--- src/rtl/spi_flash_loader.sv ---
// Boot loader: drives an SPI controller's register port to stream a flash image
// (READ 0x03) into BRAM as little-endian 32-bit words, holding the CPU meanwhile.
module spi_flash_loader #(
  parameter logic [23:0] FLASH_ADDR = 24'h100000,
  parameter int          WORD_COUNT = 4096,
  parameter logic [31:0] CLK_DIV    = 32'd1
) (
  input  logic        CLK,
  input  logic        reset,
  output logic        spi_wen,
  output logic [31:0] spi_addr,
  output logic [31:0] spi_wdata,
  input  logic [31:0] spi_rdata,
  output logic [3:0]  mem_wen,
  output logic [11:0] mem_addr,
  output logic [31:0] mem_wdata,
  output logic        cpu_hold,
  output logic        done
);

  localparam logic [31:0] REG_TX   = 32'd0;
  localparam logic [31:0] REG_DIV  = 32'd4;
  localparam logic [31:0] REG_RX   = 32'd8;
  localparam logic [31:0] REG_BUSY = 32'd12;
  localparam logic [31:0] REG_CS   = 32'd16;
  localparam logic [12:0] LAST_WORD = 13'(WORD_COUNT - 1);

  typedef enum logic [3:0] {
    IDLE_CS, SET_DIV, CS_LOW, SEND, POLL, RX_ADDR, RX_CAP, MEM_WR, CS_HIGH, DONE
  } state_t;

  state_t      state_q, state_d;
  logic [2:0]  byte_cnt_q, byte_cnt_d;   // 0..3 header bytes, 4..7 dummy byte lanes
  logic [1:0]  poll_cnt_q, poll_cnt_d;
  logic [12:0] word_cnt_q, word_cnt_d;
  logic [31:0] word_q, word_d;
  logic [7:0]  tx_byte;

  logic        spi_wen_d, cpu_hold_d, done_d;
  logic [31:0] spi_addr_d, spi_wdata_d, mem_wdata_d;
  logic [3:0]  mem_wen_d;
  logic [11:0] mem_addr_d;

  logic unused_rdata;
  assign unused_rdata = ^spi_rdata[31:8];

  always_comb begin
    case (byte_cnt_q)
      3'd0:    tx_byte = 8'h03;
      3'd1:    tx_byte = FLASH_ADDR[23:16];
      3'd2:    tx_byte = FLASH_ADDR[15:8];
      3'd3:    tx_byte = FLASH_ADDR[7:0];
      default: tx_byte = 8'h00;
    endcase
  end

  // Each state computes the register-port values presented in the following cycle.
  always_comb begin
    state_d     = state_q;
    byte_cnt_d  = byte_cnt_q;
    poll_cnt_d  = poll_cnt_q;
    word_cnt_d  = word_cnt_q;
    word_d      = word_q;
    spi_wen_d   = 1'b0;
    spi_addr_d  = spi_addr;
    spi_wdata_d = spi_wdata;
    mem_wen_d   = 4'h0;
    mem_addr_d  = mem_addr;
    mem_wdata_d = mem_wdata;
    cpu_hold_d  = cpu_hold;
    done_d      = done;
    case (state_q)
      IDLE_CS: begin
        if (WORD_COUNT == 0) begin
          state_d    = DONE;
          cpu_hold_d = 1'b0;
          done_d     = 1'b1;
        end else begin
          spi_wen_d   = 1'b1;
          spi_addr_d  = REG_CS;
          spi_wdata_d = 32'd1;
          state_d     = SET_DIV;
        end
      end
      SET_DIV: begin
        spi_wen_d   = 1'b1;
        spi_addr_d  = REG_DIV;
        spi_wdata_d = CLK_DIV;
        state_d     = CS_LOW;
      end
      CS_LOW: begin
        spi_wen_d   = 1'b1;
        spi_addr_d  = REG_CS;
        spi_wdata_d = 32'd0;
        byte_cnt_d  = 3'd0;
        state_d     = SEND;
      end
      SEND: begin
        spi_wen_d   = 1'b1;
        spi_addr_d  = REG_TX;
        spi_wdata_d = {24'h0, tx_byte};
        poll_cnt_d  = 2'd0;
        state_d     = POLL;
      end
      POLL: begin
        // First two cycles here see read data for the write address; skip them.
        spi_addr_d = REG_BUSY;
        if (poll_cnt_q != 2'd2) begin
          poll_cnt_d = poll_cnt_q + 2'd1;
        end else if (!spi_rdata[0]) begin
          if (byte_cnt_q[2]) begin
            spi_addr_d = REG_RX;
            state_d    = RX_ADDR;
          end else begin
            byte_cnt_d = byte_cnt_q + 3'd1;
            state_d    = SEND;
          end
        end
      end
      RX_ADDR: begin
        spi_addr_d = REG_BUSY;
        state_d    = RX_CAP;
      end
      RX_CAP: begin
        word_d[{byte_cnt_q[1:0], 3'b000} +: 8] = spi_rdata[7:0];
        if (byte_cnt_q == 3'd7) begin
          mem_wen_d   = 4'hF;
          mem_addr_d  = word_cnt_q[11:0];
          mem_wdata_d = {spi_rdata[7:0], word_q[23:0]};
          byte_cnt_d  = 3'd4;
          state_d     = MEM_WR;
        end else begin
          byte_cnt_d = byte_cnt_q + 3'd1;
          state_d    = SEND;
        end
      end
      MEM_WR: begin
        word_cnt_d = word_cnt_q + 13'd1;
        if (word_cnt_q == LAST_WORD) begin
          spi_wen_d   = 1'b1;
          spi_addr_d  = REG_CS;
          spi_wdata_d = 32'd1;
          state_d     = CS_HIGH;
        end else begin
          state_d = SEND;
        end
      end
      CS_HIGH: begin
        cpu_hold_d = 1'b0;
        done_d     = 1'b1;
        state_d    = DONE;
      end
      DONE: begin
        cpu_hold_d = 1'b0;
        done_d     = 1'b1;
      end
      default: state_d = IDLE_CS;
    endcase
  end

  always_ff @(posedge CLK) begin
    if (reset) begin
      state_q    <= IDLE_CS;
      byte_cnt_q <= 3'd0;
      poll_cnt_q <= 2'd0;
      word_cnt_q <= 13'd0;
      word_q     <= 32'd0;
      spi_wen    <= 1'b0;
      spi_addr   <= 32'd0;
      spi_wdata  <= 32'd0;
      mem_wen    <= 4'h0;
      mem_addr   <= 12'd0;
      mem_wdata  <= 32'd0;
      cpu_hold   <= 1'b1;
      done       <= 1'b0;
    end else begin
      state_q    <= state_d;
      byte_cnt_q <= byte_cnt_d;
      poll_cnt_q <= poll_cnt_d;
      word_cnt_q <= word_cnt_d;
      word_q     <= word_d;
      spi_wen    <= spi_wen_d;
      spi_addr   <= spi_addr_d;
      spi_wdata  <= spi_wdata_d;
      mem_wen    <= mem_wen_d;
      mem_addr   <= mem_addr_d;
      mem_wdata  <= mem_wdata_d;
      cpu_hold   <= cpu_hold_d;
      done       <= done_d;
    end
  end

endmodule
--- config.mk ---
export PLATFORM = sky130hd
export DESIGN_NAME = spi_flash_loader
export DESIGN_NICKNAME = d
export VERILOG_FILES = /design/src/rtl/spi_flash_loader.sv
export SDC_FILE = /design/constraint.sdc
export NUM_CORES = 1
export LEC_CHECK = 0
export ABC_AREA = 1
export CAP_MARGIN = 5
export CORE_MARGIN = 2
export CORE_UTILIZATION = 35
export CTS_CLUSTER_DIAMETER = 200
export CTS_CLUSTER_SIZE = 28
export DETAILED_ROUTE_END_ITERATION = 12
export HOLD_SLACK_MARGIN = 0.08
export PLACE_DENSITY = 0.68
export SLEW_MARGIN = 20
export SYNTH_ARGS = -nofsm -noshare
export SYNTH_HDL_FRONTEND = slang
export SYNTH_SLANG_ARGS = --single-unit
--- constraint.sdc ---
create_clock -name CLK -period 1.9 [get_ports CLK]
set_clock_uncertainty 0.15 [all_clocks]
set_input_delay 0.19 -clock CLK [delete_from_list [all_inputs] [get_ports CLK]]
set_output_delay 0.19 -clock CLK [all_outputs]
set_load 0.05 [all_outputs]
== Yosys cells after proc, flatten, opt, wreduce, memory -nomap -nowiden ==
Cells that the tools add are included.

* $add $sub $neg: 4
* Equal/unequal tests: 18
* Shift operators: 2
* Mux-type cells: 25
* Bitwise logic cells: 2
* Reductions and logical operators: 18

{| class="wikitable"
|+ Operator list
! cell !! count
|-
| 32-bit one-hot mux with 6 select lines || 1
|-
| 32-bit one-hot mux with 4 select lines || 1
|-
| 32-bit two-way mux || 2
|-
| 4-bit one-hot mux with 10 select lines || 1
|-
| 32-bit bitwise mux || 1
|-
| 8-bit by 7-bit variable shift with 32-bit output (first input constant) || 1
|-
| 8-bit by 7-bit variable part select with 32-bit output || 1
|-
| 3-bit two-way mux || 9
|-
| 4-bit by 3-bit equality test with 1-bit output (second input constant) || 4
|-
| 4-bit two-way mux || 4
|-
| 13-bit by 1-bit adder with 13-bit output (second input constant) || 1
|-
| 13-bit by 12-bit equality test with 1-bit output (second input constant) || 1
|-
| 2-bit inequality test (second input constant) || 6
|-
| 5-bit one-hot mux with 2 select lines || 1
|-
| 3-bit one-hot mux with 3 select lines || 1
|-
| 4-bit by 2-bit equality test with 1-bit output (second input constant) || 2
|-
| 4-bit equality test (second input constant) || 2
|-
| 2-bit AND reduction || 4
|-
| 2-bit OR reduction || 4
|-
| 5-bit negator with 7-bit output || 1
|-
| 3-bit AND reduction || 2
|-
| 6-bit nonzero test || 1
|-
| 4-bit by 1-bit equality test with 1-bit output (second input constant) || 1
|-
| 4-bit zero test || 1
|-
| other kinds (15) || 16
|}

* Bits in registers: 169
* Output and inout port bits: 115

== Logic depth before layout (Yosys ltp) ==
* Depth after elaboration: 5
* Mapped depth: 10
* Depth with buffers taken out: 10

== Worst setup path after synthesis ==
Ideal clock, no wire load.

* Kind: register to register
* From: reg byte_cnt_q[0]
* To: reg word_q[3]
* Library setup time: 70 ps
* Data arrival time: 1376 ps
* Data required time: 1680 ps
* Setup slack: 304 ps
* Cell stages (with the launch flop): 7
* Clock period less this slack: 1596 ps
* Cells stage by stage: dfxtp_1 inv_1 ha_1 nand3b_1 inv_1 nand4_1 a21oi_1

* Longest elaborated chain between the ends: 3
* Elaborated cells on any way between the ends: 4
* Those cells by class: 1 x add/sub; 2 x shift; 1 x mux

{| class="wikitable"
|+ RTL lines
! what !! RTL line !! source
|-
| from (decl) || 33 || <nowiki>logic [2:0] byte_cnt_q, byte_cnt_d;</nowiki>
|-
| from (signal assigned) || 178 || <nowiki>byte_cnt_q <= byte_cnt_d;</nowiki>
|-
| 5-bit negator with 7-bit output (*) || 125 || <nowiki>word_d[{byte_cnt_q[1:0], 3'b000} +: 8] = spi_rdata[7:0];</nowiki>
|-
| 8-bit by 7-bit variable part select with 32-bit output or 8-bit by 7-bit variable shift with 32-bit output (tied branches) || 125 ||
|-
| 32-bit bitwise mux (*) || 125 ||
|-
| to (signal assigned) || 181 || <nowiki>word_q <= word_d;</nowiki>
|-
| to (decl) || 36 || <nowiki>logic [31:0] word_q, word_d;</nowiki>
|}

Every way passes the cells marked *; elsewhere a longest branch is shown, timed or not.
A chain may end at the register's enable or synchronous reset.

== Worst setup path in the final report ==
* From: reg mem_wdata[24]
* To: out mem_wdata[24]

{| class="wikitable"
|+ RTL lines
! what !! RTL line !! source
|-
| from (decl) || 16 || <nowiki>output logic [31:0] mem_wdata,</nowiki>
|-
| from (signal assigned) || 187 || <nowiki>mem_wdata <= mem_wdata_d;</nowiki>
|}

No word-level cell between the ends.

==> results.md <==
* Worst rel slew slack at 0.654
* Critical register-to-register path endpoint: word_q[14]
* Largest fanout on the critical path at 2
* Reg-to-reg setup timing slack at approximately 160 ps
* Layout Nets at between 700 and 800
* Worst voltage drop across the vdd grid at ~0.00043 V
* Fraction of layout instances using a drive strength above 1 at 0.0996
* Number of buffers created by CTS at 9
* Worst hold path endpoint: mem_wdata[7]
* Initial cell density of the core at 0.355
* Crit path launch: mem_wdata[24]
* Worst slack at placement at around 190 ps
* Slowest cell on crit path: clkdlybuf4s50_1
* Detailed-route via count at roughly 3900
* Startpoint of the lowest-slack hold path: mem_wdata[7]
* Post-layout total power at 5.89 mW
* Net switching power at just over 2 mW
* End-of-flow core utilization at 0.429
* Global-route layer with the greatest usage: met2
* Post-synth top area share at 0.429
* Critical path's largest stage delay at around 810 ps
* Synth top area cells: dfxtp_1 43%, buf_4 10%, a21oi_1 8.2%
* Library cell with the largest summed area after synthesis: dfxtp_1
* Post-synthesis cell type count at 31
* Worst EP required at around 1600 ps
* Run status: finished clean
* Wire length of the first global-routing pass at approximately 17000 µm
* TritonCTS clock tree: yes
* Total power density per cell area at roughly 1000 nW/µm²
* Dominant synthesized flop cell: dfxtp_1
* Met2 track demand over resource in global routing at 0.224
* Highest Clock Rate at between 500 and 600 MHz
* Final hold violation count at 0
* Clock input transition at the sequential cells of the worst setup and hold paths at 70 ps
* Worst-Margin Slew at 518 ps
* Switching portion of total power at 0.352
* Count of final max-slew check failures at 0
* Series of cell instances along the critical path: clkdlybuf4s50_1
* Buffers from clock root to sink, at most at 2
* GR Layer Usage met3 at 0.0326
* Fill count at roughly 1400
* Number of standard cells after synthesis at around 630
* Width of the die at 119 µm
* Static Leak at approximately 2.4 nW
* GRT Util Overall at 0.142
* Post-route minimum period at ~1900 ps
* Data arrival time of the critical path at 1520 ps
* Final weighted congestion of routability-driven global placement at roughly 0.87
* Number of maximum-capacitance constraint violations at 0
* Number of sinks handled by clock tree synthesis at 100
* Number of enable-type register cells in the synthesized netlist at 0
* Proportion of register bits with asynchronous set or reset after synthesis at 0
* Top Family by Delay on Critical Path: buffers and inverters
* RSZ-0062 raised after global routing: false
* Area of all sequential standard cells at about 2000 µm²
* Comb pwr share at 0.266
* Initial antenna violation count at 0
* Final setup fails at 0
* Worst hold path type: reg2reg
* Die area at approximately 14000 µm²
* Setup TNS Final at 0 ps
* Part of the total power dissipated in sequential elements at 0.390
* Startpoint types: register
* Top cells by count, synth: 100 x dfxtp_1, 94 x nand2_1, 76 x a21oi_1
* Area of the core at between 10000 and 15000 µm²
* Vert. Die Dim at ~120 µm
* Placement-stage cell area at around 5300 µm²
* Number of global-route vias before repair at ~3500
* Most used standard cell by instance count after synthesis: dfxtp_1
* Area of the multi-input gates at between 2000 and 2500 µm²
* Critical path type: reg2out
* Internal Pwr Total at ~3.8 mW
* Number of logic stages on the critical path including buffering at 1
* Worst Setup Slack, final at 40.6 ps
* Number of remaining DRC errors at 0
* Worst Reg-to-Reg Cells at 6
* Crit share post-route at 0.979
* Number of inserted diodes at 0
* Clock network latency to the later pin of the worst-skew pair at between 300 and 400 ps
* Reg-to-Reg Start: byte_cnt_q[0]
* Port-buffer cells at 66
* Flops & latches, synth at 100
* Clock Tree Root: clkbuf_16
* Share of the yosys chip area belonging to registers at 0.429
* Ports at between 100 and 150
* Syn Area/Cell at around 7.4 µm²
* Number of instances on the worst hold path at 2
* Ys Warns at 0
* GRT met1 Usage at 0.188
* Post-DP HPWL at 7190 µm
* Detail-routed via count per cell at ~4.4
* Maximum number of pins on one net before global-route repair at 41
* Average wire per cell in the routed design at around 11 µm
* Clock power share at 0.344
* Type of element capturing the critical path: output port
* CTS H-tree lvls at 3
* Number of detailed-routing iterations run before antenna repair at 4
* Post-route standard cell area excluding fillers at ~5600 µm²
* Final wirelength at between 10000 and 15000 µm
* Netlist area before placement at between 4000 and 5000 µm²
* Syn-to-layout area delta at 20.8%
* Antenna-violating nets left at 0
* Drt initial violations at roughly 330
* GRT Residual Overflow at 0
* Worst Path Buf+Inv at 1
* Number of placement rows at between 40 and 50
placed cells by master (no fill, tap or decap), types with 2 or more instances in the layout:
cell type	netlist	routed
nor3_1	3	3
nor2_2	3	3
conb_1	1	58
nand3_1	37	37
nand2_1	94	94
dfxtp_2	0	2
clkbuf_16	0	9
inv_1	58	58
buf_4	62	32
bufinv_16	0	2
nand2_2	4	4
dfxtp_1	100	98
nand4_1	10	10
inv_2	4	4
o21ai_1	3	3
nor2_1	73	73
nor2_4	2	2
nand3_2	2	2
a31oi_1	2	2
o21ai_0	57	57
a21oi_1	76	76
clkdlybuf4s50_1	0	45
ha_1	8	8
o21ai_2	2	2
dlymetal6s2s_1	0	6
cell families after synthesis:
| kind of cell | share of synthesized area |
|---|---|
| simple gates | 0.216 |
| buf+inv | 0.176 |
| compound gates | 0.157 |
| flops | 0.429 |
| fa+ha+maj | 0.0214 |
| other cells | 0.000804 |
power groups by stage:
stage / clock (mW) / sequential [mW] / combinational [mW]
2_1_floorplan: 0 / 2.44 / 1.20
3_3_place_gp: 0 / 2.34 / 1.54
3_5_place_dp: 0 / 2.34 / 1.55
4_1_cts: 2.07 / 2.29 / 1.57
5_1_grt: 2.15 / 2.32 / 1.74
6_report: 2.02 / 2.30 / 1.57
routing by layer:
metal,vias to the layer above,part of all wire
met1,1756,0.48
met5,-,0
met2,90,0.46
li1,2055,-
met3,9,0.044
met4,0,0.017
worst max path at each step:
| stage | end | slack, ps |
|---|---|---|
| after floorplan | word_q[3] | 300 |
| after global placement | word_cnt_q[9] | 200 |
| final | mem_wdata[24] | 40 |
| after global routing | mem_wdata[24] | 9 |
| after CTS | mem_wdata[24] | 30 |
| after detailed placement | word_cnt_q[9] | 190 |
metrics by stage:
| stage | instances | hold slack [ps] |
|---|---|---|
| finish | 879 | 294 |
| global route | 879 | 316 |
| CTS | 879 | 297 |
| detailed placement | 863 | 287 |
| global placement | 863 | 286 |
| floorplan | 690 | 169 |
timing repair:
action	4_1_cts	5_1_grt
endpoints found under the setup margin	0	8
hold buffers	0	0
setup buffers	0	0
gates resized for setup	0	8
flip-flops by register name (all words and copies together) (netlist names):
register / flops
mem_wdata: 32
spi_wen: 1
poll_cnt_q: 2
mem_addr: 12
cpu_hold: 1
spi_wdata: 3
spi_addr: 3
word_cnt_q: 13
done: 1
word_q: 24
byte_cnt_q: 3
state_q: 4
mem_wen: 1
final cells by class:
cell class                 count  area share
tap                          176      0.0391
sequential                   100       0.356
multi-input combinational    440       0.365
timing repair buffer          84       0.139
clock buffer                  10      0.0424
clock inverter                 6      0.0166
inverter                      63      0.0419
No activity file was read; power rests on OpenSTA's default activity.
